### src/rtl/hv_bundle_threshold_if.sv
// Handshake bundle between the bundler and its neighbours: the input vector
// stream from the accumulator side and the majority-vote output stream.
interface hv_bundle_threshold_if #(
    parameter int D  = 16,
    parameter int CW = 8
);
    logic          in_valid;
    logic          in_ready;
    logic [D-1:0]  in_hv;
    logic          in_last;
    logic          out_valid;
    logic          out_ready;
    logic [D-1:0]  out_hv;
    logic [CW-1:0] out_n;
    logic          out_sat;

    modport master (
        output in_valid, in_hv, in_last, out_ready,
        input  in_ready, out_valid, out_hv, out_n, out_sat
    );

    modport slave (
        input  in_valid, in_hv, in_last, out_ready,
        output in_ready, out_valid, out_hv, out_n, out_sat
    );
endinterface

### src/rtl/hv_bundle_threshold.sv
// Bundles a stream of binary hypervectors into one majority-vote hypervector,
// with per-dimension popcounts, count-saturation close and a clr abort.
module hv_bundle_threshold #(
    parameter int D       = 16,
    parameter int CW      = 8,
    parameter int TIE_ONE = 0
) (
    input  logic                   clk,
    input  logic                   rst_n,
    input  logic                   clr,
    hv_bundle_threshold_if.slave   bus
);
    typedef enum logic {ACCUM, EMIT} state_t;

    state_t        state;
    logic [CW-1:0] cnt [D];
    logic [CW-1:0] n;
    logic          sat;

    logic          in_ready_r;
    logic          out_valid_r;
    logic [D-1:0]  out_hv_r;
    logic [CW-1:0] out_n_r;
    logic          out_sat_r;

    logic          accept;
    logic          take;
    logic [CW-1:0] n_inc;
    logic          n_full;
    logic          close;
    logic [CW-1:0] cnt_nxt [D];
    logic [D-1:0]  maj_nxt;

    // Majority over CW+1 bits so 2*cnt never wraps; ties resolve to TIE_ONE.
    function automatic logic majority(input logic [CW-1:0] c, input logic [CW-1:0] total);
        logic [CW:0] twice_c;
        logic [CW:0] tot;
        twice_c = {c, 1'b0};
        tot     = {1'b0, total};
        if (twice_c > tot) return 1'b1;
        if (twice_c < tot) return 1'b0;
        return (TIE_ONE != 0);
    endfunction

    assign accept = bus.in_valid & in_ready_r;
    assign take   = out_valid_r & bus.out_ready;
    assign n_inc  = n + CW'(1);
    assign n_full = (n_inc == {CW{1'b1}});
    assign close  = accept & (bus.in_last | n_full);

    // The output vector is computed from the post-accept counts so it can be
    // registered on the same edge that closes the bundle.
    always_comb begin
        maj_nxt = '0;
        for (int i = 0; i < D; i++) begin
            cnt_nxt[i] = cnt[i] + CW'(bus.in_hv[i]);
            maj_nxt[i] = majority(cnt_nxt[i], n_inc);
        end
    end

    always_ff @(posedge clk or negedge rst_n) begin
        if (!rst_n) begin
            state       <= ACCUM;
            for (int i = 0; i < D; i++) cnt[i] <= '0;
            n           <= '0;
            sat         <= 1'b0;
            in_ready_r  <= 1'b1;
            out_valid_r <= 1'b0;
            out_hv_r    <= '0;
            out_n_r     <= '0;
            out_sat_r   <= 1'b0;
        end else if (clr) begin
            state       <= ACCUM;
            for (int i = 0; i < D; i++) cnt[i] <= '0;
            n           <= '0;
            sat         <= 1'b0;
            in_ready_r  <= 1'b1;
            out_valid_r <= 1'b0;
            out_hv_r    <= '0;
            out_n_r     <= '0;
            out_sat_r   <= 1'b0;
        end else begin
            case (state)
                ACCUM: begin
                    if (accept) begin
                        for (int i = 0; i < D; i++) cnt[i] <= cnt_nxt[i];
                        n <= n_inc;
                    end
                    if (close) begin
                        state       <= EMIT;
                        sat         <= ~bus.in_last;
                        in_ready_r  <= 1'b0;
                        out_valid_r <= 1'b1;
                        out_hv_r    <= maj_nxt;
                        out_n_r     <= n_inc;
                        out_sat_r   <= ~bus.in_last;
                    end
                end
                EMIT: begin
                    // Everything stays frozen until the downstream takes the vector.
                    if (take) begin
                        state       <= ACCUM;
                        for (int i = 0; i < D; i++) cnt[i] <= '0;
                        n           <= '0;
                        sat         <= 1'b0;
                        in_ready_r  <= 1'b1;
                        out_valid_r <= 1'b0;
                        out_hv_r    <= '0;
                        out_n_r     <= '0;
                        out_sat_r   <= 1'b0;
                    end
                end
                default: state <= ACCUM;
            endcase
        end
    end

    assign bus.in_ready  = in_ready_r;
    assign bus.out_valid = out_valid_r;
    assign bus.out_hv    = out_hv_r;
    assign bus.out_n     = out_n_r;
    assign bus.out_sat   = out_sat_r;

    logic unused_sat;
    assign unused_sat = sat;
endmodule
### src/flat_wrapper.sv
// flat-port wrapper written by rule: the top's interface ports become plain ports
module hv_bundle_threshold_flat 
#(
    parameter int D       = 16,
    parameter int CW      = 8,
    parameter int TIE_ONE = 0
)
  (clk, rst_n, clr, bus_in_valid, bus_in_hv, bus_in_last, bus_out_ready, bus_in_ready, bus_out_valid, bus_out_hv, bus_out_n, bus_out_sat);
  hv_bundle_threshold_if #(.D(D), .CW(CW)) bus_i ();
  input  logic clk;
  input  logic rst_n;
  input  logic clr;
  input wire logic [$bits(bus_i.in_valid)-1:0] bus_in_valid;
  input wire logic [$bits(bus_i.in_hv)-1:0] bus_in_hv;
  input wire logic [$bits(bus_i.in_last)-1:0] bus_in_last;
  input wire logic [$bits(bus_i.out_ready)-1:0] bus_out_ready;
  output wire logic [$bits(bus_i.in_ready)-1:0] bus_in_ready;
  output wire logic [$bits(bus_i.out_valid)-1:0] bus_out_valid;
  output wire logic [$bits(bus_i.out_hv)-1:0] bus_out_hv;
  output wire logic [$bits(bus_i.out_n)-1:0] bus_out_n;
  output wire logic [$bits(bus_i.out_sat)-1:0] bus_out_sat;
  assign bus_i.in_valid = bus_in_valid;
  assign bus_i.in_hv = bus_in_hv;
  assign bus_i.in_last = bus_in_last;
  assign bus_i.out_ready = bus_out_ready;
  assign bus_in_ready = bus_i.in_ready;
  assign bus_out_valid = bus_i.out_valid;
  assign bus_out_hv = bus_i.out_hv;
  assign bus_out_n = bus_i.out_n;
  assign bus_out_sat = bus_i.out_sat;
  hv_bundle_threshold #(.D(D), .CW(CW), .TIE_ONE(TIE_ONE)) u_core (.clk(clk), .rst_n(rst_n), .clr(clr), .bus(bus_i));
endmodule
### config.mk
export PLATFORM = sky130hd
export DESIGN_NAME = hv_bundle_threshold_flat
export DESIGN_NICKNAME = d
export VERILOG_FILES = /design/src/rtl/hv_bundle_threshold_if.sv /design/src/rtl/hv_bundle_threshold.sv /design/src/flat_wrapper.sv
export SDC_FILE = /design/constraint.sdc
export NUM_CORES = 1
export LEC_CHECK = 0
export ABC_AREA = 0
export CAP_MARGIN = 40
export CORE_MARGIN = 1.5
export CORE_UTILIZATION = 40
export CTS_BUF_LIST = sky130_fd_sc_hd__clkbuf_16
export CTS_CLUSTER_DIAMETER = 200
export DETAILED_ROUTE_END_ITERATION = 12
export GPL_ROUTABILITY_DRIVEN = 0
export HOLD_SLACK_MARGIN = 0.1
export PLACE_DENSITY = 0.62
export REMOVE_ABC_BUFFERS = 1
export SETUP_SLACK_MARGIN = 0.4
export SLEW_MARGIN = 20
export SYNTH_ARGS = -nofsm -noshare
export SYNTH_HDL_FRONTEND = slang
export SYNTH_SLANG_ARGS = --single-unit
### constraint.sdc
create_clock -name clk -period 3.5 [get_ports clk]
set_input_delay 0.7 -clock clk [delete_from_list [all_inputs] [get_ports clk]]
set_output_delay 0.7 -clock clk [all_outputs]
set_load 0.02 [all_outputs]
Word level (Yosys, flattened, before mapping)
Cells that the tools add are included.
W data, S select, Z words.
{ "word_totals": {"reg_bits": 164, "latch_bits": 0, "mem_bits_rw": 0, "rom_bits": 0, "in_bits": 22, "output_inout_bits": 27, "word_cells": 226, "n_memories": 0} }
{ "classes": {"addsub": 17, "n_mul": 0, "div": 0, "n_lt_le_gt_ge": 32, "eq_ne": 4, "shift": 0, "muxes": 142, "bitwise": 6, "reduce_logical": 2} }
{ "op_table": {"columns": ["cell", "n"], "rows": [
  ["$mux W128", 3],
  ["$pmux W128 S2", 1],
  ["$gt A9 B8 Y1", 16],
  ["$lt A9 B8 Y1", 16],
  ["$add A8 B1 Y8", 16],
  ["$mux W1", 123],
  ["$mux W16", 3],
  ["$mux W8", 5],
  ["$pmux W16 S2", 1],
  ["$pmux W8 S2", 2],
  ["$add A8 B1 Y8 const B", 1],
  ["$eq A8 B8 Y1 const B", 1],
  ["$pmux W1 S2", 4],
  ["$ne A3 B2 Y1 const B", 2],
  ["$reduce_and A2 Y1", 2],
  ["$and A1 B1 Y1", 3],
  ["$ne A3 B3 Y1 const B", 1],
  ["$not A1 Y1", 2],
  ["$or A1 B1 Y1", 1]
]} }

Depth between registers and ports, before layout
Gate-level depths: netlist of run 1.
{ "logic_depth": {"depth_word": 9, "depth_mapped": 13, "depth_no_buf": 12} }

Least setup slack after synthesis of run 1
OpenSTA, ideal clock, no wires.
{ "synth_timing": {"path_type": "flip-flop to flip-flop", "start": "reg u_core.n[0]", "end": "reg u_core.out_hv_r[12], in the netlist u_core.bus.out_hv[12]", "setup_time_ns": 0.110, "t_arrival_ns": 3.393, "t_required_ns": 3.390, "setup_slack_ns": -0.003, "path_stages_with_launch": 14, "n_path_buf": 3, "period_less_slack_ns": 3.503, "cell_sequence": "dfrtp_1 -> clkbuf_1 -> clkbuf_1 -> clkbuf_1 -> inv_1 -> ha_1 -> ha_1 -> a21o_1 -> a21oi_1 -> maj3_2 -> or4_1 -> nand4b_1 -> a21oi_1 -> o41ai_1"} }
{ "synth_between": {"elab_chain_cells": 9, "elab_cells_between_ends": 17, "cone_classes": "1 x add/sub; 2 x order compare; 2 x eq/ne; 9 x mux; 2 x bitwise; 1 x reduce/logical"} }
{ "synth_lines": {"columns": ["element", "line_no", "source"], "rows": [
  ["from (decl)", "hv_bundle_threshold.sv:17", "logic [CW-1:0] n;"],
  ["from (signal assigned)", "hv_bundle_threshold.sv:87", "n <= n_inc;"],
  ["$add A8 B1 Y8 (*)", "hv_bundle_threshold.sv:47", "assign n_inc = n + CW'(1);"],
  ["$lt A9 B8 Y1", "hv_bundle_threshold.sv:41", "if (twice_c < tot) return 1'b0;"],
  ["$mux W1 (2 in a row)", "hv_bundle_threshold.sv:41", null],
  ["$mux W1", "hv_bundle_threshold.sv:42", "return (TIE_ONE != 0);"],
  ["$mux W1", "hv_bundle_threshold.sv:41", null],
  ["$mux W16", "hv_bundle_threshold.sv:89", "if (close) begin"],
  ["$pmux W16 S2", "hv_bundle_threshold.sv:83", "case (state)"],
  ["$mux W16", "hv_bundle_threshold.sv:72", "end else if (clr) begin"],
  ["to (signal assigned)", "hv_bundle_threshold.sv:94", "out_hv_r <= maj_nxt;"],
  ["to (decl)", "hv_bundle_threshold.sv:22", "logic [D-1:0] out_hv_r;"]
]} }
Mark *: on every way between the ends. The rest lies on a longest branch, timed or not. The select of a mux whose other input is x is not followed.
A chain may end at the register's enable or synchronous reset.

Final worst setup path of run 1
{ "layout_timing": {"start": "in bus_in_hv[13]", "end": "reg u_core.out_hv_r[13], in the netlist u_core.bus.out_hv[13]"} }
{ "layout_between": {"elab_chain_cells": 9, "elab_cells_between_ends": 12, "cone_classes": "1 x add/sub; 2 x order compare; 9 x mux"} }
{ "layout_lines": {"columns": ["element", "line_no", "source"], "rows": [
  ["from (decl)", "flat_wrapper.sv:14", "input wire logic [$bits(bus_i.in_hv)-1:0] bus_in_hv;"],
  ["$add A8 B1 Y8 (*)", "hv_bundle_threshold.sv:56", "cnt_nxt[i] = cnt[i] + CW'(bus.in_hv[i]);"],
  ["$lt A9 B8 Y1", "hv_bundle_threshold.sv:41", null],
  ["$mux W1 (2 in a row)", "hv_bundle_threshold.sv:41", null],
  ["$mux W1", "hv_bundle_threshold.sv:42", null],
  ["$mux W1 (*)", "hv_bundle_threshold.sv:41", null],
  ["$mux W16 (*)", "hv_bundle_threshold.sv:89", null],
  ["$pmux W16 S2 (*)", "hv_bundle_threshold.sv:83", null],
  ["$mux W16 (*)", "hv_bundle_threshold.sv:72", null]
]} }
Marks and branches as above.

==> summary.txt, run 1 <==
Run status
  – Status: finished clean

Pwr
  – Total power: 4.985 mW
  – Switching power: 1.393 mW
  – Int Pwr: 3.591 mW
  – Lkg Pwr: 6.281 nW
  – Switching fraction of total power: 27.96%
  – Clock power frac: 41.8%
  – Combinational Power Share: 18.2%
  – Sequential Power Share: 40.0%
  – Max IR drop VDD: 358.0 µV
  – PwrDens: 366.6 nW/µm²

Finish
  – Final instance area: 13600 µm²
  – Most common cell after layout, fill and taps aside: dfrtp_1
  – Fin nets: 1484
  – Fin util: 47.25%
  – Layout cells sized above 1: 7.788%
  – Most frequent cells in the layout: 163 x dfrtp_1, 123 x nand2_1, 121 x o21ai_0
  – Area grow syn2layout: 15.83%
  – N_diodes: 0
  – Finished Layout Cells: 1745
  – Fill cells: 2730

Timing
  – Achievable clock frequency: 0.3376 GHz
  – Final Critical Period: 2.962 ns
  – Final Skew: 0.01295 ns
  – Unrepaired setup endpoints after global routing: yes
  – Post-route setup TNS: 0 ns
  – Slew @ Worst Pin: 0.6084 ns
  – Setup violators final: 0
  – Final hold violations: 0
  – Final period utilization: 84.63%
  – Worst slew margin: 59.44%
  – Max-slew violations: 0

Place
  – Post-DP Area: 12830 µm²
  – Placed insts: 1705
  – DP HPWL: 20.35 mm
  – I/O Buffers: 48

Routing
  – Routed wire length: 31.95 mm
  – Via density: 5.885
  – Initial DRC Count: 764
  – Per-cell routed wire length: 18.31 µm
  – 1st-pass router iterations: 5
  – Vias: 10270
  – ANT nets after route: 0
  – Remaining DRCs: 0

Logic synthesis
  – Synth warn: 0
  – Cell count after synthesis: 1313
  – Mapped Area: 11740 µm²
  – Yosys top cell area share: 34.74%
  – Post-synth top area cell: dfrtp_1
  – Syn Area/Cell: 8.941 µm²
  – Number of enable flip-flop cells after synthesis: 0
  – Cells taking the most area after synthesis: dfrtp_1 35%, ha_1 12%, o21ai_0 5.2%, a22o_1 4.9%, xor2_1 4.6%
  – Async S/R FF share, synth: 100.0%
  – FF+latch count, synth: 164
  – Seq/Total Area, Yosys: 34.97%
  – Synth Flop Type: dfrtp_1
  – Post-synth cell types: 62

CTS
  – H-tree lvl count: 4
  – CTS sink cnt: 164
  – CTS tree: yes
  – Clk buf depth: 2
  – Hold_buf cts: 0
  – TritonCTS buffer count: 17
  – Reg clk slew, reported paths: 0.07 ns
  – Worst-skew pair later-pin latency: 0.44 ns
  – Root Driver: clkbuf_16

Flow run
  – Max-cap violations: 0

Floorplanning
  – Die Y: 174.3 µm
  – Width of the die: 174.3 µm
  – Core Box Area: 28780 µm²
  – Cell row count: 62
  – IO Count: 49
  – Die Area: 30390 µm²
  – Starting Density: 40.79%

Global routing
  – Global-route wire length before repair: 52.57 mm
  – Largest net degree at the start of global routing: 96
  – Total grt overflow: 0
  – Vias in the first global route: 9969
  – Tot GR Track Use: 21.51%
  – Initial antenna violation count: 0

Critical path
  – Reg2Reg Setup Slack: 0.61 ns
  – CP Class: primary input to register
  – Crit path largest cell delay: 0.49 ns
  – Origin of the critical flop-to-flop path: u_core.n[1]$_DFFE_PN0P_
  – R2r worst-path depth: 9
  – Worst-path cell chain: clkdlybuf4s50_1 -> ha_2 -> ha_2 -> nand3_1 -> nor2_1 -> xor2_1 -> ha_1 -> and2_1 -> maj3_1 -> o32ai_1 -> nand3b_1 -> a221oi_2 -> a21oi_1
  – Worst Path Required: 3.82 ns
  – CP max stage cell: clkdlybuf4s50_1
  – R2R Path End: u_core.bus.out_hv[0]$_DFFE_PN0P_
  – Critical Path Source Type: primary input
  – Worst setup EP type: register
  – Arrival @ worst endpoint: 3.28 ns
  – Max FO, Critical Path: 2
  – CP dominant cell by count: ha_2

Worst hold path
  – Hold Crit Class: primary input to asynchronous set/reset pin
==> metal layers <==
metal | track usage (%) | vias up | routed length, µm
met1 | 29.73 | 5088 | 15340
li1 | - | 4953 | -
met2 | 34.88 | 197 | 14950
met3 | 3.128 | 32 | 1099
met5 | 0 | - | 0
met4 | 6.178 | 0 | 557
==> kinds of logic (layout without fill, tap and decap cells) <==
family / count (synthesis) / after routing / share of synthesized area (%)
AO/OA/AOI/OAI: 379 / 379 / 22.07
flip-flops: 164 / 164 / 34.97
buffers and inverters: 92 / 140 / 3.155
XOR/XNOR: 111 / 111 / 8.345
adder cells (fa/ha/maj): 130 / 130 / 13.52
AND/OR/NAND/NOR: 437 / 437 / 17.94
==> synthesized netlist by cell type (5+ instances only) <==
master	number
a41o_1	6
ha_1	114
a22oi_1	5
clkbuf_1	56
and2_1	13
a31oi_1	9
nand2_1	123
a2111oi_0	7
nor3_1	40
a21oi_1	40
buf_1	7
xor2_1	61
o21ai_0	121
nand4_1	19
and3_1	37
a2111o_1	6
dfrtp_1	163
buf_2	14
inv_1	14
nor4_1	13
xnor2_1	49
o31ai_1	34
nand3_1	66
nor2_1	94
a22o_1	66
a211oi_1	22
nor2b_1	5
and4_1	7
maj3_1	15
a21o_1	21
o21ai_1	6
a211o_1	7
==> sequential cells by signal, summed over array words and instances, names as in the netlist <==
| name | count |
|---|---|
| u_core.n | 8 |
| u_core.state | 1 |
| u_core.bus.out_n | 8 |
| u_core.bus.out_hv | 16 |
| u_core.bus.out_valid | 1 |
| u_core.cnt | 128 |
| u_core.bus.out_sat | 1 |
| u_core.bus.in_ready | 1 |
==> power groups by stage <==
stage | registers, mW | clock network [mW] | logic (mW)
global route | 2.00 | 2.20 | 1.01
CTS | 2.00 | 2.13 | 0.900
finish | 2.00 | 2.08 | 0.905
global placement | 2.03 | 0 | 0.877
detailed placement | 2.03 | 0 | 0.891
floorplan | 2.05 | 0 | 0.520
==> per-stage QoR <==
| step | hold slack (ns) | worst slack [ns] |
|---|---|---|
| final | 0.1524 | 0.5380 |
| after global routing | 0.1663 | 0.3777 |
| after CTS | 0.3307 | 0.4443 |
| after detailed placement | 0.4721 | 0.02764 |
| after global placement | 0.4670 | 0.04471 |
| after floorplan | 0.4044 | -5.535 |
==> layout make-up <==
cell class	count	area, µm²	area share, %
sequential	164	4105	30.19
clock inverter	15	214.0	1.573
timing repair buffer	94	929.6	6.837
inverter	14	52.55	0.3865
tap	384	480.5	3.533
multi-input combinational	1057	7391	54.35
clock buffer	17	425.4	3.128
==> worst max path at each step <==
stage / startpoint / to / cells past startpoint
3_5_place_dp: bus_in_hv[12] / u_core.bus.out_hv[12]$_DFFE_PN0P_ / 11
3_3_place_gp: bus_in_hv[12] / u_core.bus.out_hv[12]$_DFFE_PN0P_ / 11
4_1_cts: bus_in_hv[12] / u_core.bus.out_hv[12]$_DFFE_PN0P_ / 11
6_report: bus_in_hv[13] / u_core.bus.out_hv[13]$_DFFE_PN0P_ / 13
5_1_grt: bus_in_hv[6] / u_core.bus.out_hv[6]$_DFFE_PN0P_ / 12
2_1_floorplan: bus_out_ready / u_core.cnt[12]$_DFFE_PN0P_ / 3
==> repair_timing <==
action	in CTS	in global routing
gates resized for setup	0	11
setup endpoints to repair	4	13
pin swaps	1	6
buffers inserted	3	4
==> worst max-delay path: cells and delay by family <==
kind | cells | cell delay, ns
xor+xnor | 1 | 0.20
compound gates | 3 | 0.36
simple gates | 4 | 0.54
buf+inv | 1 | 0.49
fa+ha+maj | 4 | 0.99
(Power assumes the default switching activity.)
==> inputs of run 2 (changes only) <==
==> constraint.sdc (replaced) <==
create_clock -name clk -period 2.55 [get_ports clk]
set_input_delay 0.51 -clock clk [delete_from_list [all_inputs] [get_ports clk]]
set_output_delay 0.51 -clock clk [all_outputs]
set_load 0.02 [all_outputs]
==> summary.txt, run 2 (synthesized netlist as in run 1, its figures left out) <==
Place
  – Dpl ws: -0.7745 ns
  – DP HPWL: 22.77 mm
  – I/O Buffers: 48

Timing
  – Post-route setup TNS: -0.3812 ns
  – Unrepaired setup endpoints after global routing: yes
  – Final Critical Period: 2.636 ns
  – Final Skew: 0.01413 ns
  – Min Hold Slack: 0.5036 ns
  – Setup violators final: 13
  – Worst slew margin: 60.10%
  – Achievable clock frequency: 0.3794 GHz
  – Max-slew violations: 0
  – Setup ws final: -0.08579 ns
  – Final period utilization: 103.4%
  – Slew @ Worst Pin: 0.5985 ns
  – Final hold violations: 0

CTS
  – CTS tree: yes
  – H-tree lvl count: 4
  – CTS sink cnt: 164
  – Worst-skew pair later-pin latency: 0.44 ns
  – Reg clk slew, reported paths: 0.07 ns
  – TritonCTS buffer count: 17
  – Root Driver: clkbuf_16
  – Clk buf depth: 2

Finish
  – Most common cell after layout, fill and taps aside: buf_4
  – Max FFs per register: 128
  – Reg area: 4109 µm²
  – Layout cells sized above 1: 30.16%
  – Area of the multi-input gates: 8449 µm²
  – Largest reg by FF count: u_core.cnt
  – Area grow syn2layout: 42.63%
  – Fin util: 58.18%
  – Most frequent cells in the layout: 191 x buf_4, 160 x dfrtp_1, 106 x o21ai_0
  – Fin nets: 1701
  – Fill cells: 2408
  – N_diodes: 0

Routing
  – Via density: 5.851
  – ANT nets after route: 0
  – Remaining DRCs: 0
  – 1st-pass router iterations: 6
  – Per-cell routed wire length: 19.43 µm
  – Initial DRC Count: 873
  – Routed wire length: 38.12 mm
  – Vias: 11480

Global routing
  – Initial antenna violation count: 1
  – Total grt overflow: 0
  – Global-route wire length before repair: 60.02 mm
  – Vias in the first global route: 11550
  – Largest net degree at the start of global routing: 112
  – Tot GR Track Use: 24.74%

Floorplanning
  – Core Box Area: 28780 µm²
  – IO Count: 49
  – Cell row count: 62
  – Width of the die: 174.3 µm
  – Die Y: 174.3 µm
  – Starting Density: 40.79%
  – Die Area: 30390 µm²

Worst hold path
  – Worst hold start: u_core.bus.out_n[7]$_DFFE_PN0P_
  – Hold Crit Class: register to register

Critical path
  – CP max stage cell: dfrtp_2
  – Critical Path Start: u_core.n[1]$_DFFE_PN0P_
  – Worst-path cell chain: buf_6 -> and2_4 -> nand4_1 -> xor2_2 -> buf_6 -> ha_4 -> and2_4 -> maj3_2 -> o32ai_2 -> nand3b_1 -> a31oi_2 -> o31ai_2
  – Worst Path Required: 2.87 ns
  – Origin of the critical flop-to-flop path: u_core.n[1]$_DFFE_PN0P_
  – Worst setup EP type: register
  – CP Class: register to register
  – Max FO, Critical Path: 4
  – Arrival @ worst endpoint: 2.95 ns
  – Critical Path Source Type: register
  – Crit path largest cell delay: 0.43 ns

Run status
  – Status: finished with violations
  – Failing checks: setup timing

Pwr
  – Max IR drop VDD: 426.3 µV
  – Lkg Pwr: 7.772 nW
  – PwrDens: 441.4 nW/µm²

Flow run
  – Max-cap violations: 0
## run 2: critical path, delay by kind of cell (launching register included)
| kind | cells | cell delay, ns |
|---|---|---|
| flip-flops | 1 | 0.43 |
| adder cells (fa/ha/maj) | 2 | 0.50 |
| XOR/XNOR | 1 | 0.30 |
| AO/OA/AOI/OAI | 3 | 0.41 |
| buffers and inverters | 2 | 0.31 |
| AND/OR/NAND/NOR | 4 | 0.57 |
## run 2: metrics by stage
stage	std cells	area [µm²]	power (mW)
after floorplan	1235	11420	3.530
after global placement	1859	14040	4.058
after detailed placement	1859	14040	4.088
after CTS	1947	16190	7.255
after global routing	1962	16740	7.689
final	1962	16740	7.391
## run 2: cell type report
class / count / share of cell area (%)
Multi-Input combinational cell: 1057 / 50.46
Clock inverter: 15 / 1.270
Timing Repair Buffer: 311 / 18.01
Sequential cell: 164 / 24.54
Inverter: 14 / 0.3138
Tap cell: 384 / 2.869
Clock buffer: 17 / 2.541
## run 2: timing repair
item,CTS,global route
endpoints found under the hold margin,50,0
setup endpoints to repair,29,32
pin swaps,87,38
gates cloned,4,1
setup buffers,51,14
hold buffers,1,0
gates resized for setup,191,99
## run 2: worst paths after layout
check	to	slack (ns)	cells after the start
worst max-delay path	u_core.bus.out_hv[3]$_DFFE_PN0P_	-0.09	12
worst max register to register	u_core.bus.out_hv[3]$_DFFE_PN0P_	-0.09	12
worst min register to register	u_core.bus.out_n[7]$_DFFE_PN0P_	0.50	2
max in group asynchronous	u_core.n[0]$_DFFE_PN0P_	1.22	3
worst min-delay path	u_core.bus.out_n[7]$_DFFE_PN0P_	0.50	2
min in group asynchronous	u_core.cnt[106]$_DFFE_PN0P_	0.61	2
## run 2: power by group
group | switching [mW] | internal (mW)
sequential | 0.0741 | 2.67
combinational | 0.889 | 0.847
clock | 1.17 | 1.73
total | 2.14 | 5.25
## run 2: metal layers
layer / vias to the layer above / routed length, µm / global-route usage [%]
met5: - / 0 / 0
met4: 0 / 903 / 8.585
met3: 66 / 1799 / 4.024
met2: 311 / 18360 / 40.92
met1: 5721 / 17050 / 32.70
li1: 5381 / - / -
